[src/rtl/clause_ctrl_pkg.sv]
// Shared types and derived widths for the clause load/readback controller.
package clause_ctrl_pkg;

  typedef enum logic [2:0] {
    IDLE,
    LOAD,
    RD,
    CAP,
    OUT
  } state_t;

  // One extra bit so a count of NUM_CLAUSES itself is representable.
  function automatic int idx_width(input int num_clauses);
    return $clog2(num_clauses) + 1;
  endfunction

endpackage

[src/rtl/clause_load_ctrl_idx_onehot.sv]
// Slot index to one-hot strobe decoder; indices past the last slot decode to zero.
module idx_onehot #(
  parameter int WIDTH_IDX   = 4,
  parameter int NUM_CLAUSES = 8
) (
  input  logic [WIDTH_IDX-1:0]   idx,
  output logic [NUM_CLAUSES-1:0] onehot
);

  always_comb begin
    onehot = '0;
    for (int k = 0; k < NUM_CLAUSES; k++) begin
      onehot[k] = (idx == WIDTH_IDX'(k));
    end
  end

endmodule

[src/rtl/clause_load_ctrl.sv]
// Loads host clauses into the clause array slot by slot and reads every slot
// back through a valid/ready stream.
module clause_load_ctrl
  import clause_ctrl_pkg::*;
#(
  parameter int NUM_CLAUSES = 8,
  parameter int NUM_VARS    = 8,
  parameter int WIDTH_C_LEN = 4,
  parameter int WIDTH_IDX   = idx_width(NUM_CLAUSES)
) (
  input  logic                               clk,
  input  logic                               rst,
  input  logic                               load_start_i,
  input  logic [WIDTH_IDX-1:0]               load_num_i,
  input  logic                               in_valid_i,
  output logic                               in_ready_o,
  input  logic [NUM_VARS*2-1:0]              in_clause_i,
  input  logic [WIDTH_C_LEN-1:0]             in_len_i,
  input  logic                               dump_start_i,
  output logic                               out_valid_o,
  input  logic                               out_ready_i,
  output logic [NUM_VARS*2-1:0]              out_clause_o,
  output logic [WIDTH_C_LEN-1:0]             out_len_o,
  output logic [WIDTH_IDX-1:0]               out_idx_o,
  output logic [NUM_CLAUSES-1:0]             wr_o,
  output logic [NUM_CLAUSES-1:0]             rd_o,
  output logic [NUM_VARS*2-1:0]              clause_o,
  output logic [WIDTH_C_LEN-1:0]             clause_len_o,
  input  logic [NUM_VARS*2-1:0]              clause_i,
  input  logic [WIDTH_C_LEN*NUM_CLAUSES-1:0] clause_len_i,
  output logic                               busy_o,
  output logic                               done_o
);

  localparam logic [WIDTH_IDX-1:0] MAX_NUM   = WIDTH_IDX'(NUM_CLAUSES);
  localparam logic [WIDTH_IDX-1:0] LAST_SLOT = WIDTH_IDX'(NUM_CLAUSES - 1);

  state_t                 state, state_next;
  logic [WIDTH_IDX-1:0]   idx, idx_next;
  logic [WIDTH_IDX-1:0]   num, num_next;
  logic [WIDTH_IDX-1:0]   num_clamped;
  logic [NUM_CLAUSES-1:0] sel;
  logic [WIDTH_C_LEN-1:0] len_sel;
  logic                   accept, capture, pop, done_next;

  // One decoder serves both strobes; LOAD and RD never overlap.
  idx_onehot #(
    .WIDTH_IDX  (WIDTH_IDX),
    .NUM_CLAUSES(NUM_CLAUSES)
  ) u_idx_onehot (
    .idx   (idx),
    .onehot(sel)
  );

  assign num_clamped = (load_num_i > MAX_NUM) ? MAX_NUM : load_num_i;
  assign busy_o      = (state != IDLE);
  assign in_ready_o  = (state == LOAD);
  assign rd_o        = (state == RD) ? sel : '0;

  always_comb begin
    len_sel = '0;
    for (int k = 0; k < NUM_CLAUSES; k++) begin
      if (idx == WIDTH_IDX'(k)) len_sel = clause_len_i[k*WIDTH_C_LEN +: WIDTH_C_LEN];
    end
  end

  always_comb begin
    state_next = state;
    idx_next   = idx;
    num_next   = num;
    done_next  = 1'b0;
    accept     = 1'b0;
    capture    = 1'b0;
    pop        = 1'b0;
    unique case (state)
      IDLE: begin
        if (load_start_i) begin
          num_next = num_clamped;
          idx_next = '0;
          if (num_clamped == '0) done_next = 1'b1;
          else state_next = LOAD;
        end else if (dump_start_i) begin
          idx_next   = '0;
          state_next = RD;
        end
      end
      LOAD: begin
        if (in_valid_i) begin
          accept   = 1'b1;
          idx_next = idx + 1'b1;
          if (idx == num - 1'b1) begin
            state_next = IDLE;
            done_next  = 1'b1;
          end
        end
      end
      RD: state_next = CAP;
      CAP: begin
        capture    = 1'b1;
        state_next = OUT;
      end
      OUT: begin
        if (out_valid_o && out_ready_i) begin
          pop = 1'b1;
          if (idx == LAST_SLOT) begin
            state_next = IDLE;
            done_next  = 1'b1;
          end else begin
            idx_next   = idx + 1'b1;
            state_next = RD;
          end
        end
      end
      default: state_next = IDLE;
    endcase
  end

  always_ff @(posedge clk or negedge rst) begin
    if (!rst) state <= IDLE;
    else      state <= state_next;
  end

  // Array write port and readback register; write data holds between strobes.
  always_ff @(posedge clk or negedge rst) begin
    if (!rst) begin
      idx          <= '0;
      num          <= '0;
      done_o       <= 1'b0;
      wr_o         <= '0;
      clause_o     <= '0;
      clause_len_o <= '0;
      out_valid_o  <= 1'b0;
      out_clause_o <= '0;
      out_len_o    <= '0;
      out_idx_o    <= '0;
    end else begin
      idx    <= idx_next;
      num    <= num_next;
      done_o <= done_next;
      wr_o   <= accept ? sel : '0;
      if (accept) begin
        clause_o     <= in_clause_i;
        clause_len_o <= in_len_i;
      end
      if (capture) begin
        out_clause_o <= clause_i;
        out_len_o    <= len_sel;
        out_idx_o    <= idx;
        out_valid_o  <= 1'b1;
      end else if (pop) begin
        out_valid_o <= 1'b0;
      end
    end
  end

endmodule

[config.mk]
export PLATFORM = sky130hd
export DESIGN_NAME = clause_load_ctrl
export DESIGN_NICKNAME = d
export VERILOG_FILES = /design/src/rtl/clause_ctrl_pkg.sv /design/src/rtl/clause_load_ctrl_idx_onehot.sv /design/src/rtl/clause_load_ctrl.sv
export SDC_FILE = /design/constraint.sdc
export NUM_CORES = 1
export LEC_CHECK = 0
export ABC_CLOCK_PERIOD_IN_PS = 1590
export CORE_MARGIN = 2
export CORE_UTILIZATION = 39
export CTS_CLUSTER_SIZE = 16
export DETAILED_ROUTE_END_ITERATION = 12
export PLACE_DENSITY = 0.86
export SYNTH_ARGS = -nofsm -noshare
export SYNTH_HDL_FRONTEND = slang
export SYNTH_HIERARCHICAL = 1
export SYNTH_SLANG_ARGS = --single-unit
[constraint.sdc]
create_clock -name clk -period 1.59 [get_ports clk]
set_input_delay 0.318 -clock clk [delete_from_list [all_inputs] [get_ports clk]]
set_output_delay 0.318 -clock clk [all_outputs]
set_load 0.1 [all_outputs]
Word level (Yosys, flattened, before mapping)
Cells that the tools add are included.
Widths: inputs -> output; s select.

word-level totals
  flip-flop bits (word level) = 65
  input bits = 78
  word-level logic and storage cells = 81

operators by class
  $add $sub $neg = 2
  $lt $le $gt $ge = 1
  eq/ne operators = 18
  muxes and demuxes = 39
  reduce and logical (&&, ||, !) cells = 10

operator list
  kind                 number
  $mux 4               14
  $mux 3               6
  $eq 4x3->1 const B   4
  $mux 8               2
  $pmux 3 s5           1
  $mux 1               13
  $pmux 4 s3           1
  $reduce_and 5->1     2
  $eq 4x2->1 const B   2
  $logic_not 4->1      2
  $eq 3x2->1 const B   2
  $ne 2x2->1 const B   3
  $ne 3x3->1 const B   2
  $reduce_bool 3->1    2
  $add 4x1->4 const B  1
  $eq 4x1->1 const B   1
  $eq 4x4->1           1
  $gt 4x4->1 const B   1
  $sub 4x1->4 const B  1
  $eq 3x1->1 const B   1
  $eq 3x3->1 const B   1
  $logic_not 3->1      1
  $pmux 1 s3           1
  $mux 2               1
  4 further kinds      4

Longest topological paths before layout
Gate-level depths: netlist of the first run.

  depth in word-level cells = 9
  depth in mapped cells = 7
  mapped depth without buffers = 6

Modules after synthesis
The synthesis of the first run kept the hierarchy.

modules (own cells, without submodules)
  module            times used  cells each  area each (µm²)  seq. area each (µm²)
  clause_load_ctrl  1           314         3221.8           1626.6
  idx_onehot        1           8           81.3             0.0

Worst setup path before layout of the first run
No wires, ideal clock.

  kind = register to output
  start point = register state[0]
  end point = output port rd_o[0]
  arrival time = 1.790 ns
  data required time = 1.272 ns
  setup slack = -0.518 ns
  stages on the path, launching flop included = 4
  buffers on the path = 1
  path through = dfrtp_1 buf_4 nor3b_1 and2_1

between the ends
  cells in the longest elaborated chain, start to end = 2

ends and longest elaborated chain
  what                    line                     RTL
  start, declared         clause_load_ctrl.sv:38   state_t state, state_next;
  start signal, assigned  clause_load_ctrl.sv:120  else state <= state_next;
  $eq 3x2->1              clause_load_ctrl.sv:58   assign rd_o = (state == RD) ? sel : '0;
  $mux 8                  clause_load_ctrl.sv:58
  end, declared           clause_load_ctrl.sv:26   output logic [NUM_CLAUSES-1:0] rd_o,

No other way between the ends.

Worst setup path after layout of the first run
  start point = register idx[3]
  end point = output port rd_o[1]

between the ends
  cells in the longest elaborated chain, start to end = 2

ends and longest elaborated chain
  what                    line                               RTL
  start, declared         clause_load_ctrl.sv:39             logic [WIDTH_IDX-1:0] idx, idx_next;
  start signal, assigned  clause_load_ctrl.sv:137            idx <= idx_next;
  $eq 4x1->1              clause_load_ctrl_idx_onehot.sv:13  onehot[k] = (idx == WIDTH_IDX'(k));
  named net sel[1]        clause_load_ctrl.sv:42             logic [NUM_CLAUSES-1:0] sel;
  $mux 8                  clause_load_ctrl.sv:58

The timed path passes the listed nets, and every way through them passes these cells.

==> summary.txt, run 1 <==
Outcome
  – Status: finished, violations left
  – Failing checks: negative setup slack

Finish
  – Final non-filler cell total: 629
  – Commonest non-fill, non-tap cell in the layout: clkdlybuf4s50_1
  – Nets@finish: 602
  – Most frequent cells in the layout: clkdlybuf4s50_1 (76), buf_12 (68), nand2_1 (66)
  – Area growth from synthesis to layout: 95.2%
  – Diode count: 0
  – Layout cell share with drive strength beyond 1: 43.1%
  – Finished Cell Area: 6450 sq um

Place
  – Post-DP HPWL: ~7200 um
  – Cell count after placement: roughly 590
  – Placed cell area: about 5800 sq um
  – PortBufs: 141
  – GPL Wtd Cong: 0.833

Drt
  – Vias per cell: 5.27
  – DR iter-0 viols: 88
  – Wire length on met3: around 700 um
  – DRC: 0
  – Drt wl/cell: between 15 and 20 um
  – Met1 WL: 3910 um
  – DRT Pass-1 Iters: 4
  – Routed wl met2: 5950 um
  – Drt total wl: 11000 um
  – Antenna Nets Post-Route: 0
  – Vias: 3315
  – Top sig layer: met4

Synth
  – Cells after synthesis: around 320
  – Predominant post-synthesis flop cell: dfrtp_1
  – Yosys reg bits: 65
  – Asr flop ratio synth: between 90% and 100%
  – Sequential share of the synthesized area: 49.2%
  – Netlist Area Pre-Place: 3300 sq um
  – Syn avg cell area: 10.3 sq um
  – Number of synthesized flops with an enable pin: 0
  – Synth unique cells: 56
  – Ys Warns: 6
  – Syn Nets: 405

Setup path
  – Max stage delay on crit path: 0.45 ns
  – Worst setup path class: reg -> out
  – Reg2reg start: state[0]
  – CP dominant cell by count: buf_12
  – Slowest cell on crit path: dfrtp_2
  – WP data required: ~1.3 ns
  – Critical Path AT: between 1.5 and 2 ns
  – Endpoint class of the critical path: primary output
  – Critical path fanouts, max: 4
  – CP cell instances: buf_12 > nor4b_4 > and2_4 > buf_12
  – Setup crit start: idx[3]
  – Element type at the critical path start: register

Clock tree
  – Longest Clk Path Bufs: 2
  – CTS tree: built
  – Clock insertion delay at the later pin of the skew report: roughly 0.35 ns
  – Worst-path clk slew: 0.08 ns
  – CTS Buf Count: 9
  – Root Buffer: clkbuf_8
  – Depth of the CTS H-tree: 3
  – Clock sink count: 65

Global routing
  – Global Route Usage Sum: roughly 23%
  – Largest net degree at the start of global routing: 66
  – Initial antenna violation count: 0
  – First-pass GRT wire length: between 15000 and 20000 um
  – Number of global-route vias before repair: 3336
  – Grt total ovfl: 0

Floorplanning
  – Ports: roughly 140
  – Num rows: 33
  – Chip width: 96.0 um
  – Initial Utilization: 40.2%
  – Die height: around 96 um
  – Die area: 9220 sq um
  – CORE AREA: ~8000 sq um

STA
  – Measured slew at the worst slew-check pin: 0.346 ns
  – Min cycle time layout: between 1.5 and 2 ns
  – Setup TNS: -3.90 ns
  – Final period util: 121%
  – Slew margin rel.: 76.9%
  – Final setup viols: 19
  – Final WS setup: -0.332 ns
  – Max-slew violation count: 0
  – Setup Skew: approximately 0.013 ns
  – RSZ-0062 raised after global routing: true
  – Max Fclk: 520 MHz
  – Fin. Hold Viols: 0

Job
  – Max-Cap Viols: 0

Min path
  – Worst Min Path Start: clause_i[1]
  – HP Class: in -> reg
[what timing repair did]
| action | 4_1_cts | 5_1_grt |
|---|---|---|
| endpoints found under the hold margin | 12 | 0 |
| gates resized for setup | 47 | 27 |
| endpoints found under the setup margin | 54 | 36 |
| hold buffers | 1 | 0 |
| setup buffers | 14 | 9 |
| pin swaps | 19 | 24 |
[cell families after synthesis]
| logic type | synth area share (%) |
|---|---|
| xor gates and xnor gates | 1.86 |
| adders and majority gates | 1.89 |
| DFF | 49.2 |
| AOI/OAI and AO/OA | 11.8 |
| and+or+nand+nor | 23.3 |
| muxes | 7.50 |
| buffers and inverters | 4.36 |
[synth_stat cells, types with 4 or more instances]
cell type   n  area (sq um)
xnor2_1     6          52.6
nand2b_1    8          50.1
nand2_1    66           248
nor2_1      7          26.3
buf_4       4          30.0
dfrtp_1    65          1630
inv_1      10          37.5
nand3_1     7          35.0
and2_1     19           119
mux2_2     19           214
ha_1        5          62.6
a21oi_1    15          75.1
o21ai_0    10          50.1
a221oi_1    4          35.0
nand3b_1    5          37.5
a21o_1      4          30.0
buf_2       6          30.0
nor4b_1     4          35.0
[metal layers]
metal | global-route usage (%) | vias to the layer above
met2 | 42.8 | 146
met1 | 25.3 | 1609
met4 | 8.93 | 0
met5 | 0 | -
li1 | - | 1517
met3 | 5.56 | 43
[registers in the layout, indices dropped and copies added (netlist names), 4 cells and up]
signal        flops
clause_len_o      4
idx               4
out_idx_o         4
out_len_o         4
num               4
wr_o              8
clause_o         16
out_clause_o     16
[worst paths after layout]
kind	end	slack, ns	depth (start not counted)
max	rd_o[1]	-0.33	4
min	out_clause_o[1]	0.50	3
max reg2reg	idx[2]	-0.24	6
min reg2reg	num[1]	0.52	2
max in group asynchronous	out_valid_o	0.76	3
min in group asynchronous	out_clause_o[5]	0.51	3
[stage by stage]
stage	utilization, %	hold slack, ns	setup slack (ns)
final	78.5	0.496	-0.332
after floorplan	-	0.0224	0.00451
after global routing	78.5	0.493	-0.397
after CTS	76.7	0.493	-0.317
after global placement	70.2	0.354	-0.243
after detailed placement	70.2	0.361	-0.268
[worst max-delay path, delay by kind of cell (launching register included)]
family | cells | cell delay [ns]
flops | 1 | 0.45
simple gates | 2 | 0.49
buf+inv | 2 | 0.32
[layout make-up]
cell class | count | area (sq um)
Clock buffer | 11 | 151
Inverter | 10 | 47.5
Fill cell | 466 | 1770
Sequential cell | 65 | 1640
Tap cell | 105 | 131
Multi-Input combinational cell | 231 | 1830
Timing Repair Buffer | 202 | 2610
Clock inverter | 5 | 38.8
Power of run 1 is left out: the tool's default activity adds up to more than one toggle a clock period on the data nets, which glitch-free logic cannot reach.
==> run 2: changes to the inputs <==
--- a/config.mk
+++ b/config.mk
@@ -5,12 +5,12 @@
 export SDC_FILE = /design/constraint.sdc
 export NUM_CORES = 1
 export LEC_CHECK = 0
-export ABC_CLOCK_PERIOD_IN_PS = 1590
+export ABC_CLOCK_PERIOD_IN_PS = 2200
 export CORE_MARGIN = 2
-export CORE_UTILIZATION = 39
+export CORE_UTILIZATION = 40
 export CTS_CLUSTER_SIZE = 16
 export DETAILED_ROUTE_END_ITERATION = 12
-export PLACE_DENSITY = 0.86
+export PLACE_DENSITY = 0.84
 export SYNTH_ARGS = -nofsm -noshare
 export SYNTH_HDL_FRONTEND = slang
 export SYNTH_HIERARCHICAL = 1
==> constraint.sdc (replaced) <==
create_clock -name clk -period 2.2 [get_ports clk]
set_input_delay 0.44 -clock clk [delete_from_list [all_inputs] [get_ports clk]]
set_output_delay 0.44 -clock clk [all_outputs]
set_load 0.1 [all_outputs]
==> run 2 against run 1 <==
Net effect:
- the run now ends clean
- core utilization down 16 points
- die area down 2.4%
- sequential share of layout area up 6.8 points
- worst setup slack better by 0.45 ns
- cell area down 21%
- global-route usage down 4.5 points
- via count down 13%
- largest cell class is now registers
==> summary.txt, run 2 (synthesis results as in run 1) <==
Outcome
  – Status: finished, final reports clean (was finished, violations left)

Place
  – Post-DP HPWL: 6320 um (was 7190 um)
  – GPL Wtd Cong: 0.835 (was 0.833)
  – PortBufs: 141 (unchanged)

Floorplanning
  – Chip width: 94.9 um (was 96.0 um)
  – CORE AREA: 8090 sq um (was 8220 sq um)
  – Die area: 9000 sq um (was 9220 sq um)
  – Die height: 94.9 um (was 96.0 um)
  – Initial Utilization: 40.8% (was 40.2%)
  – Ports: 142 (unchanged)
  – Num rows: 33 (unchanged)

STA
  – Setup TNS: 0 ns (was -3.90 ns)
  – Final period util: 94.9%
  – Measured slew at the worst slew-check pin: 0.595 ns (was 0.346 ns)
  – RSZ-0062 raised after global routing: false (was true)
  – Fin. Hold Viols: 0 (unchanged)
  – Setup Skew: 0.00961 ns (was 0.0134 ns)
  – Max-slew violation count: 0 (unchanged)
  – Final setup viols: 0 (was 19)
  – Min cycle time layout: 2.09 ns
  – Slew margin rel.: 60.3% (was 76.9%)
  – Max Fclk: 479 MHz

Global routing
  – First-pass GRT wire length: 12900 um (was 16200 um)
  – Global Route Usage Sum: 18.7% (was 23.1%)
  – Grt total ovfl: 0 (unchanged)
  – Number of global-route vias before repair: 2729 (was 3336)
  – Initial antenna violation count: 0 (unchanged)
  – Largest net degree at the start of global routing: 42 (was 66)

Setup path
  – Worst setup path class: reg -> out (unchanged)
  – WP data required: 1.76 ns (was 1.27 ns)
  – Critical Path AT: 1.65 ns (was 1.60 ns)
  – Critical path fanouts, max: 13 (was 4)
  – Element type at the critical path start: register (unchanged)
  – Endpoint class of the critical path: primary output (unchanged)

Finish
  – Nets@finish: 551 (was 602)
  – Area growth from synthesis to layout: 53.3% (was 95.2%)
  – Biggest regs: clause_o: 16 flops, out_clause_o: 16 flops, wr_o: 8 flops (unchanged)
  – Diode count: 0 (unchanged)
  – Layout cell share with drive strength beyond 1: 28.8% (was 43.1%)
  – Fill cells: 676 (was 466)
  – Commonest non-fill, non-tap cell in the layout: clkdlybuf4s50_1 (unchanged)
  – Most frequent cells in the layout: clkdlybuf4s50_1 (76), nand2_1 (66), dfrtp_1 (63) (was clkdlybuf4s50_1 (76), buf_12 (68), nand2_1 (66))

Clock tree
  – Clock insertion delay at the later pin of the skew report: 0.34 ns (was 0.35 ns)
  – Depth of the CTS H-tree: 3 (unchanged)
  – Root Buffer: clkbuf_8 (unchanged)
  – Longest Clk Path Bufs: 2 (unchanged)
  – CTS tree: built (unchanged)
  – Worst-path clk slew: 0.07 ns (was 0.08 ns)
  – Hold Buf Count CTS: 0 (was 1)
  – CTS Buf Count: 9 (unchanged)
  – Clock sink count: 65 (unchanged)

Drt
  – Vias: 2895 (was 3315)
  – DRC: 0 (unchanged)
  – DR iter-0 viols: 102 (was 88)
  – DRT Pass-1 Iters: 4 (unchanged)
  – Antenna Nets Post-Route: 0 (unchanged)
  – Drt wl/cell: 14.6 um (was 17.5 um)
  – Vias per cell: 5.01 (was 5.27)
  – Drt total wl: 8410 um (was 11000 um)

Min path
  – HP Class: in -> async (was in -> reg)

Job
  – Max-Cap Viols: 0 (unchanged)
==> run 2: critical path: stages, from the launching register on <==
cell and delay (ns):
dfrtp_1 0.55, nor3b_2 0.25, buf_4 0.16, and2_2 0.17, buf_12 0.17
==> run 2: metrics by stage <==
stage	setup slack [ns]	hold slack [ns]	std cells	utilization, %	cell area (sq um)
2_1_floorplan	0.246	0.144	322	-	3310
5_1_grt	0.0139	0.134	578	62.6	5060
3_5_place_dp	0.131	0.468	562	59.4	4810
4_1_cts	0.000130	0.102	578	62.2	5040
6_report	0.113	0.0995	578	62.6	5060
3_3_place_gp	0.142	0.461	562	59.4	4810
==> run 2: path summary, 6_finish.rpt <==
check	start	end	slack [ns]	depth (start not counted)
worst max-delay path	state[2]	rd_o[4]	0.11	4
worst min-delay path	rst	out_clause_o[0]	0.1	1
worst max register to register	idx[0]	out_len_o[0]	0.29	6
worst min register to register	out_clause_o[14]	out_clause_o[14]	0.48	2
max in group asynchronous	rst	wr_o[2]	1.47	2
min in group clk	out_clause_o[14]	out_clause_o[14]	0.48	2
==> run 2: layout make-up <==
class	count	area (sq um)	share of cell area (%)
Clock inverter	6	90.1	1.78
Multi-Input combinational cell	231	1570	30.9
Inverter	10	37.5	0.741
Timing Repair Buffer	151	1470	29.1
Clock buffer	10	138	2.72
Sequential cell	65	1630	32.2
Tap cell	105	131	2.59
==> run 2: what timing repair did <==
item	4_1_cts	5_1_grt
setup buffers	0	0
resized for setup	0	6
endpoints found under the setup margin	0	8
==> run 2: per-layer routing <==
| layer | vias to the layer above | track usage [%] | part of all wire [%] |
|---|---|---|---|
| met5 | - | 0 | 0 |
| met4 | 0 | 7.00 | 1.1 |
| met3 | 8 | 4.15 | 5.7 |
| met2 | 84 | 32.3 | 52 |
| met1 | 1389 | 22.8 | 41 |
| li1 | 1414 | - | - |
Power of run 2 is left out for the same reason.
==> run 3: changes to the inputs <==
--- a/config.mk
+++ b/config.mk
@@ -6,11 +6,15 @@
 export NUM_CORES = 1
 export LEC_CHECK = 0
 export ABC_CLOCK_PERIOD_IN_PS = 2200
+export CELL_PAD_IN_SITES_DETAIL_PLACEMENT = 0
+export CELL_PAD_IN_SITES_GLOBAL_PLACEMENT = 1
 export CORE_MARGIN = 2
-export CORE_UTILIZATION = 40
+export CORE_UTILIZATION = 31
+export CTS_CLUSTER_DIAMETER = 50
 export CTS_CLUSTER_SIZE = 16
 export DETAILED_ROUTE_END_ITERATION = 12
-export PLACE_DENSITY = 0.84
+export HOLD_SLACK_MARGIN = 0.05
+export PLACE_DENSITY = 0.87
 export SYNTH_ARGS = -nofsm -noshare
 export SYNTH_HDL_FRONTEND = slang
 export SYNTH_HIERARCHICAL = 1
==> run 3 against run 2 <==
Net effect:
- core utilization is 13 points lower
- non-clock buffer count is 2 higher
- routed wire length is 3.2% higher
- global-route usage is 3.2 points lower
- critical path depth stayed put
- clock skew hardly changed
- count of clock-buffer cells in the layout stayed put
- largest cell class unchanged
- via count is 1.3% lower
- flip-flop and latch count stayed put
- cell area is 1.1% higher
- critical path type unchanged
==> summary.txt, run 3 (synthesis results as in run 1) <==
Setup path
  – Worst reg-to-reg path cell count: 6 (unchanged)
  – WP data required: 1.76 ns (about the same)
  – Endpoint class of the critical path: primary output (unchanged)
  – Critical path fanouts, max: 10 (was 13)
  – Critical Path AT: 1.68 ns (was 1.65 ns)
  – Critical R2R Capture: out_len_o[2] (was out_len_o[0])
  – Reg2reg start: idx[0] (unchanged)
  – Element type at the critical path start: register (unchanged)
  – Worst setup path class: reg -> out (unchanged)
  – R2R Setup Slk: 0.21 ns (was 0.29 ns)

Finish
  – Most frequent cells in the layout: clkdlybuf4s50_1 (76), nand2_1 (66), buf_4 (64) (was clkdlybuf4s50_1 (76), nand2_1 (66), dfrtp_1 (63))
  – Area growth from synthesis to layout: 55.0% (was 53.3%)
  – Nets@finish: 553 (was 551)
  – Biggest regs: clause_o: 16 flops, out_clause_o: 16 flops, wr_o: 8 flops (unchanged)
  – Diode count: 0 (unchanged)
  – Commonest non-fill, non-tap cell in the layout: clkdlybuf4s50_1 (unchanged)
  – Layout cell share with drive strength beyond 1: 29.3% (was 28.8%)
  – Finished Cell Area: 5120 sq um (was 5060 sq um)
  – Fill cells: 953 (was 676)

Global routing
  – Number of global-route vias before repair: 2844 (was 2729)
  – First-pass GRT wire length: 14100 um (was 12900 um)
  – Largest net degree at the start of global routing: 42 (unchanged)
  – Grt total ovfl: 0 (unchanged)
  – Initial antenna violation count: 0 (unchanged)
  – Global Route Usage Sum: 15.5% (was 18.7%)

Floorplanning
  – Initial Utilization: 32.0% (was 40.8%)
  – Die area: 11500 sq um (was 9000 sq um)
  – CORE AREA: 10300 sq um (was 8090 sq um)
  – Die height: 107 um (was 94.9 um)
  – Num rows: 37 (was 33)
  – Chip width: 107 um (was 94.9 um)
  – Ports: 142 (unchanged)

Clock tree
  – Post-CTS Setup Repair Bufs: 0 (unchanged)
  – Root Buffer: clkbuf_8 (unchanged)
  – CTS tree: built (unchanged)
  – Clock insertion delay at the later pin of the skew report: 0.34 ns (about the same)
  – Depth of the CTS H-tree: 3 (unchanged)
  – Clock sink count: 65 (unchanged)
  – Hold Buf Count CTS: 0 (unchanged)
  – Worst-path clk slew: 0.07 ns (about the same)
  – CTS Buf Count: 9 (unchanged)
  – Longest Clk Path Bufs: 2 (unchanged)

Outcome
  – Status: finished, final reports clean (unchanged)

Drt
  – Drt total wl: 8680 um (was 8410 um)
  – Antenna Nets Post-Route: 0 (unchanged)
  – Vias per cell: 4.68 (was 5.01)
  – Drt wl/cell: 14.2 um (was 14.6 um)
  – Vias: 2857 (was 2895)
  – DRT Pass-1 Iters: 4 (unchanged)
  – DRC: 0 (unchanged)
  – DR iter-0 viols: 116 (was 102)

STA
  – RSZ-0062 raised after global routing: false (unchanged)
  – Final period util: 96.5% (was 94.9%)
  – Setup TNS: 0 ns (unchanged)
  – Fin. Hold Viols: 0 (unchanged)
  – Setup Skew: 0.00947 ns (was 0.00961 ns)
  – Max Fclk: 471 MHz (was 479 MHz)
  – Min cycle time layout: 2.12 ns (was 2.09 ns)
  – Final setup viols: 0 (unchanged)
  – Max-slew violation count: 0 (unchanged)
  – Slew margin rel.: 60.0% (was 60.3%)
  – Measured slew at the worst slew-check pin: 0.600 ns (was 0.595 ns)
  – Worst hold slack: 0.0980 ns (was 0.0995 ns)

Place
  – Placed cell area: 4860 sq um (was 4810 sq um)
  – PortBufs: 141 (unchanged)
  – GPL Wtd Cong: 0.824 (was 0.835)
  – Post-DP HPWL: 6580 um (was 6320 um)

Job
  – Max-Cap Viols: 0 (unchanged)

Min path
  – HP Class: in -> async (unchanged)
run 3: changes by cell type in the layout (fill, tap and decap cells not counted):
cell / before / now
nor3b_2: 2 / 1
nor4_2: 0 / 1
buf_4: 62 / 64
dfrtp_1: 63 / 62
nor4_1: 2 / 1
nor3b_1: 0 / 1
dfrtp_2: 2 / 3
run 3: through the flow:
stage | util [%] | setup slack [ns] | instances
after floorplan | - | 0.246 | 322
after global placement | 47.1 | 0.192 | 595
after detailed placement | 47.1 | 0.157 | 595
after CTS | 49.4 | 0.0203 | 611
after global routing | 49.6 | 0.0136 | 611
final | 49.6 | 0.0769 | 611
run 3: how the worst max path moves through the flow:
| stage | slack [ns] | end | start |
|---|---|---|---|
| detailed placement | 0.16 | out_len_o[2] | idx[0] |
| global route | 0.01 | rd_o[4] | state[1] |
| CTS | 0.02 | rd_o[1] | idx[0] |
| finish | 0.08 | rd_o[7] | state[1] |
| global placement | 0.19 | idx[2] | load_start_i |
| floorplan | 0.25 | rd_o[0] | state[0] |
run 3: what timing repair did:
item / 4_1_cts / 5_1_grt
gates resized for setup: 2 / 5
endpoints found under the setup margin: 1 / 7
pin swaps: 0 / 0
run 3: critical path, cell delays in order (launching register included):
cell and delay (ns):
dfrtp_1 0.55, nor3b_1 0.26, buf_4 0.18, and2_2 0.17, buf_12 0.17
run 3: layout make-up:
type	instances	area, sq um	area share (%)
flip-flops and latches	65	1630	31.8
multi-input cells	231	1570	30.6
repair buffers	153	1490	29.0
well taps	136	170	3.32
clock buffers	10	138	2.69
clock inverters	6	90.1	1.76
inverters	10	37.5	0.733
run 3: layer usage:
metal,wire length [um],vias to the layer above,track usage [%]
met5,0,-,0
met4,164,0,5.29
met3,533,15,4.07
met2,4320,90,25.5
met1,3660,1334,19.6
li1,-,1418,-
Power of run 3 is left out for the same reason.
